===== src/rtl/shift_sequencer_8bit.sv =====
// ---------------------------------------------------------------------------
// shift_sequencer_8bit
//
// Purpose:
//   Multi-step right-shift engine built around the combinational one-position
//   shift-right unit SRU_8bit. On an accepted start it latches an operand,
//   carry-in, mode and step count. It then applies one single-bit shift per
//   clock by feeding the registered result and carry back into SRU_8bit. When
//   the programmed number of steps is finished, it pulses done for one cycle.
//
// Ports (shift_sequencer_8bit):
//   clk    in   1      system clock, rising edge
//   rst    in   1      asynchronous, active-high reset
//   start  in   1      operation request, only honoured in IDLE
//   x      in   8      operand, latched on an accepted start
//   sel0   in   1      mode select LSB, latched on an accepted start
//   sel1   in   1      mode select MSB, latched on an accepted start
//   cin    in   1      initial carry, latched on an accepted start
//   count  in   CNT_W  number of one-bit shift steps (0 .. 2^CNT_W-1)
//   f      out  8      result register (intermediate value while busy)
//   cout   out  1      carry register, last bit shifted out
//   busy   out  1      high while shifting
//   done   out  1      one-cycle completion pulse
//
// Mode encoding {sel1,sel0}:
//   00 LSR  logical shift right, zero fill
//   01 RR   rotate right
//   10 RRC  rotate right through carry
//   11 ASR  arithmetic shift right, sign fill
// In every mode the carry out is the bit leaving position 0.
// ---------------------------------------------------------------------------

// ---------------------------------------------------------------------------
// SRU_8bit
//
// Purpose:
//   Purely combinational one-position shift-right unit. It is the single step
//   function that the sequencer iterates.
//
// Ports (SRU_8bit):
//   x     in   8   operand
//   cin   in   1   carry in, used as the fill bit in RRC mode
//   sel0  in   1   mode select LSB
//   sel1  in   1   mode select MSB
//   f     out  8   operand shifted right by one position
//   cout  out  1   bit shifted out of position 0
// ---------------------------------------------------------------------------
module SRU_8bit (
  input  logic [7:0] x,
  input  logic       cin,
  input  logic       sel0,
  input  logic       sel1,
  output logic [7:0] f,
  output logic       cout
);

  // The low seven result bits always come from x[7:1]. Only the fill bit
  // entering position 7 depends on the mode. The bit leaving position 0 is
  // the carry out in all four modes.
  always_comb begin
    f    = {1'b0, x[7:1]};
    cout = x[0];
    case ({sel1, sel0})
      2'b00:   f = {1'b0, x[7:1]};
      2'b01:   f = {x[0], x[7:1]};
      2'b10:   f = {cin,  x[7:1]};
      default: f = {x[7], x[7:1]};
    endcase
  end

endmodule

module shift_sequencer_8bit #(
  parameter int CNT_W = 3
) (
  input  logic             clk,
  input  logic             rst,
  input  logic             start,
  input  logic [7:0]       x,
  input  logic             sel0,
  input  logic             sel1,
  input  logic             cin,
  input  logic [CNT_W-1:0] count,
  output logic [7:0]       f,
  output logic             cout,
  output logic             busy,
  output logic             done
);

  // IDLE  : waiting for start, result registers hold the last answer
  // SHIFT : one SRU step per clock until the step counter runs out
  // DONE  : single-cycle completion marker, result registers hold
  typedef enum logic [1:0] {
    IDLE  = 2'd0,
    SHIFT = 2'd1,
    DONE  = 2'd2
  } state_t;

  state_t           state_q, state_d;
  logic [7:0]       f_q, f_d;
  logic             cout_q, cout_d;
  logic [CNT_W-1:0] remaining_q, remaining_d;
  logic [1:0]       mode_q, mode_d;

  logic [7:0]       stepF;
  logic             stepCout;

  // The step unit always looks at the registered value, carry and latched
  // mode. Its output is committed only in SHIFT, so it is free to compute
  // something meaningless in the other states.
  SRU_8bit u_sru (
    .x    (f_q),
    .cin  (cout_q),
    .sel0 (mode_q[0]),
    .sel1 (mode_q[1]),
    .f    (stepF),
    .cout (stepCout)
  );

  // State and datapath registers. Reset drops everything to a clean IDLE
  // with a zero result. If reset arrives mid-operation, the DONE state is
  // never reached, so no completion pulse is produced.
  always_ff @(posedge clk or posedge rst) begin
    if (rst) begin
      state_q     <= IDLE;
      f_q         <= 8'h00;
      cout_q      <= 1'b0;
      remaining_q <= '0;
      mode_q      <= 2'b00;
    end else begin
      state_q     <= state_d;
      f_q         <= f_d;
      cout_q      <= cout_d;
      remaining_q <= remaining_d;
      mode_q      <= mode_d;
    end
  end

  // Next-state and datapath update. Every register defaults to holding,
  // so inputs only matter on the accepted-start edge in IDLE. Changes to
  // x/sel/cin/count afterwards, or a start pulse while busy or in DONE, have
  // no effect.
  always_comb begin
    state_d     = state_q;
    f_d         = f_q;
    cout_d      = cout_q;
    remaining_d = remaining_q;
    mode_d      = mode_q;

    case (state_q)
      IDLE: begin
        if (start) begin
          f_d         = x;
          cout_d      = cin;
          remaining_d = count;
          mode_d      = {sel1, sel0};
          // A zero count skips SHIFT. The loaded operand is the answer, and
          // done follows straight after the start edge.
          state_d     = (count != '0) ? SHIFT : DONE;
        end
      end

      SHIFT: begin
        f_d    = stepF;
        cout_d = stepCout;
        // The guard keeps the counter from wrapping. SHIFT is never entered
        // with zero remaining, but the counter must not run below zero anyway.
        if (remaining_q != '0) begin
          remaining_d = remaining_q - CNT_W'(1);
        end
        // With one step left, this edge performs the final step.
        if (remaining_q <= CNT_W'(1)) begin
          state_d = DONE;
        end
      end

      DONE: begin
        state_d = IDLE;
      end

      default: begin
        state_d = IDLE;
      end
    endcase
  end

  // Status outputs are decoded from the state register alone. They are
  // glitch-free with respect to the inputs, and busy and done are mutually
  // exclusive by construction.
  assign f    = f_q;
  assign cout = cout_q;
  assign busy = (state_q == SHIFT);
  assign done = (state_q == DONE);

endmodule


===== config.mk =====
export PLATFORM = sky130hd
export DESIGN_NAME = shift_sequencer_8bit
export DESIGN_NICKNAME = d
export VERILOG_FILES = /design/src/rtl/shift_sequencer_8bit.sv
export SDC_FILE = /design/constraint.sdc
export NUM_CORES = 1
export LEC_CHECK = 0
export BUFFER_PORTS_ARGS = -buffer_cell sky130_fd_sc_hd__buf_2
export CORE_MARGIN = 2
export CORE_UTILIZATION = 49
export CTS_CLUSTER_SIZE = 24
export DETAILED_ROUTE_END_ITERATION = 10
export MAX_ROUTING_LAYER = met4
export PLACE_DENSITY = 0.86
export REMOVE_ABC_BUFFERS = 1
export SYNTH_ARGS = -nofsm -noshare
export SYNTH_HDL_FRONTEND = slang
export SYNTH_SLANG_ARGS = --single-unit

===== constraint.sdc =====
create_clock -name clk -period 1.5 [get_ports clk]
set_input_delay 0.15 -clock clk [delete_from_list [all_inputs] [get_ports clk]]
set_output_delay 0.15 -clock clk [all_outputs]
set_load 0.05 [all_outputs]

-- After elaboration in Yosys (flattened, before gate mapping)
Index checks and enable logic that the tools add are counted.
Widths: inputs -> output; s select.
- add/subtract/negate cells: 1
- $lt $le $gt $ge: 1
- equality and inequality tests: 8
- mux-type cells: 12
- reduce and logical (&&, ||, !) cells: 10
- operators by type and width (operator ; number):
    $pmux 8 s3 ; 1
    $pmux 8 s2 ; 1
    $mux 8 ; 1
    $mux 2 ; 3
    $mux 3 ; 2
    $pmux 3 s2 ; 1
    $reduce_and 2->1 ; 3
    $reduce_and 3->1 ; 2
    $reduce_bool 3->1 ; 2
    $eq 2x1->1 const B ; 2
    $eq 2x2->1 const B ; 2
    $logic_not 2->1 ; 2
    $ne 2x1->1 const B ; 2
    $ne 4x1->1 const B ; 1
    $pmux 2 s2 ; 1
    $le 3x1->1 const B ; 1
    $sub 3x1->3 const B ; 1
    $ne 2x2->1 const B ; 1
    $pmux 1 s2 ; 1
    $reduce_bool 2->1 ; 1
    $mux 1 ; 1
- flip-flop bits (word level): 16
- output and inout port bits: 11

-- Longest topological paths before layout
- depth after elaboration: 4
- gate-level depth with buffers: 5
- gate-level depth less buffers: 5

-- Modules after synthesis
From an unflattened synthesis, not the netlist that was laid out.
- cell total of the unflattened synthesis: 98
- area total of the unflattened synthesis: 917.1 um^2
- modules (own cells, without submodules) (module ; instances ; cells an instance ; area an instance (um^2)):
    shift_sequencer_8bit ; 1 ; 87 ; 833.3
    SRU_8bit ; 1 ; 11 ; 83.8

-- Worst setup path after synthesis
No wires, ideal clock.
- kind: register to output
- from: register state_q[0]
- to: output done
- arrival: 1.327 ns
- setup slack: 0.023 ns
- cell stages (with the launch flop): 4
- cell sequence: dfrtp_1 buf_6 buf_2 nor2_1
- longest elaborated chain between the ends: 1
- RTL lines (item ; line ; RTL):
    from (decl) ; 99 ; state_t state_q, state_d;
    from (signal assigned) ; 131 ; state_q <= state_d;
    $eq 2x2->1 ; 193 ; assign done = (state_q == DONE);
    to (decl) ; 87 ; output logic done
Every way passes these cells.

-- Final worst setup path
- from: register state_q[1]
- to: output busy
- longest elaborated chain between the ends: 1
- RTL lines (item ; line ; RTL):
    $eq 2x1->1 ; 192 ; assign busy = (state_q == SHIFT);
    to (decl) ; 86 ; output logic busy,
Every way passes these cells.

==> results.md <==
* Final Net Count at 146
* Hold Path Class: input port to flip-flop
* Most numerous cell in the Yosys netlist: dfrtp_1
* Clk Latency, worst-skew pair at 0.29 ns
* Post-DRT Antenna Nets at 0
* Max-slew violations at 0
* Seq/Total Area, Yosys at 43.3%
* Max layer used: met4
* Largest net degree at the start of global routing at 17
* Register area at around 400 um^2
* Io pins at 28
* Dpl hpwl at 1550 um
* Net Sw Power at between 0.001 and 0.0015 W
* Gr usage total at 21.6%
* Min cycle time layout at 1.41 ns
* Inserted Clock Buffers at 3
* Final TNS setup at 0 ns
* Post-synth EDFFs at 0
* Clock Skew at 0.00549 ns
* M1 WL at 893 um
* DR pass1 iterations at 4
* Sum of buffers and inverters on the critical path at 2
* Pleak at 0.570 nW
* Required time of the critical path at 1.35 ns
* Vias after detailed routing at 799
* Non-filler instance count after layout at about 150
* CTS root buf: clkbuf_4
* Async S/R FF share, synth at between 90% and 100%
* Fill cells at 150
* F_max at around 710 MHz
* Sw frac at around 50%
* Die ar. at ~2300 um^2
* Vias in the first global route at roughly 720
* Post-CTS setup buffers at 0
* N_diodes at 0
* 1st-iter DRT viols at 26
* Final Total Pwr at 0.00276 W
* Die height at 47.4 um
* Int Pwr at 0.00139 W
* # DRC at 0
* Worst slew pin tran at 0.619 ns
* Fin. Hold Viols at 0
* WL met2 at between 1000 and 1500 um
* Drt via density at between 5 and 6
* Core footprint at 1750 um^2
* Hold_ws at 0.0927 ns
* Delay-heaviest family, CP: flip-flops
* CTS tree: built
* Synth area leader: dfrtp_1
* Logic pwr share at about three fifths
* CP Max Fanout at 8
* # clock sinks at 16
* Starting Density at 53.0%
* Clk network pwr share at 10.5%
* Critical path arrival at 1.26 ns
* Setup slack after placement at 0.0908 ns
* Worst-path clk slew at about 0.090 ns
* Ys Warns at 0
* Ys flop type: dfrtp_1
* Final setup fails at 0
* Area of the multi-input gates at 463 um^2
* CTS H-tree depth at 1
* Share of layout cells above drive strength 1 at roughly 36%
* DRT Wirelength at 2090 um
* Synth cell count leaders: dfrtp_1 (16), a22oi_1 (9), nand2_1 (9), o21ai_0 (9), inv_1 (7)
* CTS max path bufs at 2
* Post-Synthesis Cells at 91
* Period utilization at ~94%
* Placed Cells incl. Taps at 142
* Area Overhead vs Synth at 24.4%
* Met3 WL at approximately 110 um
* Synth unique cells at 31
* Status: complete, no violations
* Critical Path End Type: primary output
* Core Rows at 15
* Power per cell area at 2400 nW/um^2
* Synthesized area at 925 um^2
* Syn_area_per_cell at 10.2 um^2
* Crit path kind: flip-flop to primary output
* Routed length per placed instance at 14.2 um
* Worst VDD drop at between 0.001 and 0.0015 V
* Final worst slack at 0.0911 ns
* Worst path slowest cell: dfrtp_2
* Slowest Stage Delay on Critical Path at around 0.46 ns
* Top cell type's share of synthesized area at 43.3%
* Initial antenna violation count at 0
* Leading post-synthesis cells by cell area: dfrtp_1 (43%), ha_1 (8.1%), a22oi_1 (7.3%), o21ai_0 (4.9%), nand2_1 (3.7%)
* Die X-Extent at around 47 um
* First-pass GRT wire length at 3190 um
* Port Buffers at 27
* GRT overflow at 0
* Worst Setup Start Kind: flip-flop
* Max-cap violations at 0
* Max_slew headroom at about three fifths
* Crit path cell chain: nand2b_2 -> inv_1 -> buf_6
* RSZ-0062 raised after global routing: false
* Register bit total from synthesis at 16
* GP Congestion at 0.803
* Reg power frac at between 20% and 30%
==> metal layers <==
| metal | global-route usage [%] | up-vias |
|---|---|---|
| li1 | - | 390 |
| met1 | 25.7 | 387 |
| met2 | 34.6 | 20 |
| met3 | 7.92 | 2 |
| met4 | 5.56 | 0 |
| met5 | - | - |
==> registers in the layout, indices dropped and copies added (netlist names) <==
| signal | cells |
|---|---|
| mode_q | 2 |
| remaining_q | 3 |
| state_q | 2 |
| cout | 1 |
| f | 8 |
==> worst paths after layout <==
check	end	cells after the start	startpoint	slack, ns
worst min-delay path	mode_q[0]$_DFFE_PP0P_	2	sel0	0.09
worst max register to register	remaining_q[0]$_DFFE_PP0P_	5	remaining_q[0]$_DFFE_PP0P_	0.13
worst min register to register	f[4]$_DFFE_PP0P_	2	f[4]$_DFFE_PP0P_	0.52
worst max-delay path	busy	3	state_q[1]$_DFFE_PP0P_	0.09
min in group asynchronous	f[3]$_DFFE_PP0P_	3	rst	0.46
max in group asynchronous	state_q[1]$_DFFE_PP0P_	3	rst	0.59
==> power groups by stage <==
stage / logic, W / registers, W / clock network (W)
3_3_place_gp: 0.00154 / 0.000815 / 0
2_1_floorplan: 0.000741 / 0.00122 / 0
5_1_grt: 0.00179 / 0.000857 / 0.000329
4_1_cts: 0.00161 / 0.000814 / 0.000298
6_report: 0.00165 / 0.000820 / 0.000292
3_5_place_dp: 0.00160 / 0.000820 / 0
==> timing repair <==
item	CTS	global route
endpoints found under the hold margin	16	0
hold buffers	1	0
gates resized for setup	1	6
setup endpoints to repair	1	3
==> final cells by class <==
cell class | count | share of cell area, %
Clock buffer | 4 | 3.16
Inverter | 7 | 2.29
Multi-Input combinational cell | 62 | 40.3
Sequential cell | 16 | 34.9
Tap cell | 25 | 2.72
Timing Repair Buffer | 33 | 16.6
==> stage by stage <==
step,util [%],area (um^2)
floorplan,-,881
global placement,62.2,1080
detailed placement,62.2,1080
CTS,64.9,1130
global route,65.9,1150
finish,65.9,1150
==> cell usage in the layout, fill, tap and decap left out, drive strengths merged, types with 2 or more instances in the layout <==
master,netlist,final
dfrtp,16,16
clkbuf,1,4
buf,5,32
ha,6,6
o21ai,9,9
nand2,10,10
inv,7,7
o2bb2ai,2,2
a22oi,9,9
nor2,2,2
a21oi,3,3
mux2,2,2
o21bai,4,4
==> cells by family (layout without fill, tap and decap cells) <==
group	count (synthesis)	count (layout)	synth area share, %
adder cells (fa/ha/maj)	6	6	8.12
AO/OA/AOI/OAI	32	32	23.7
buffers and inverters	13	44	7.58
AND/OR/NAND/NOR	21	21	13.0
multiplexers	3	3	4.33
flip-flops	16	16	43.3
(Power assumes the default switching activity.)
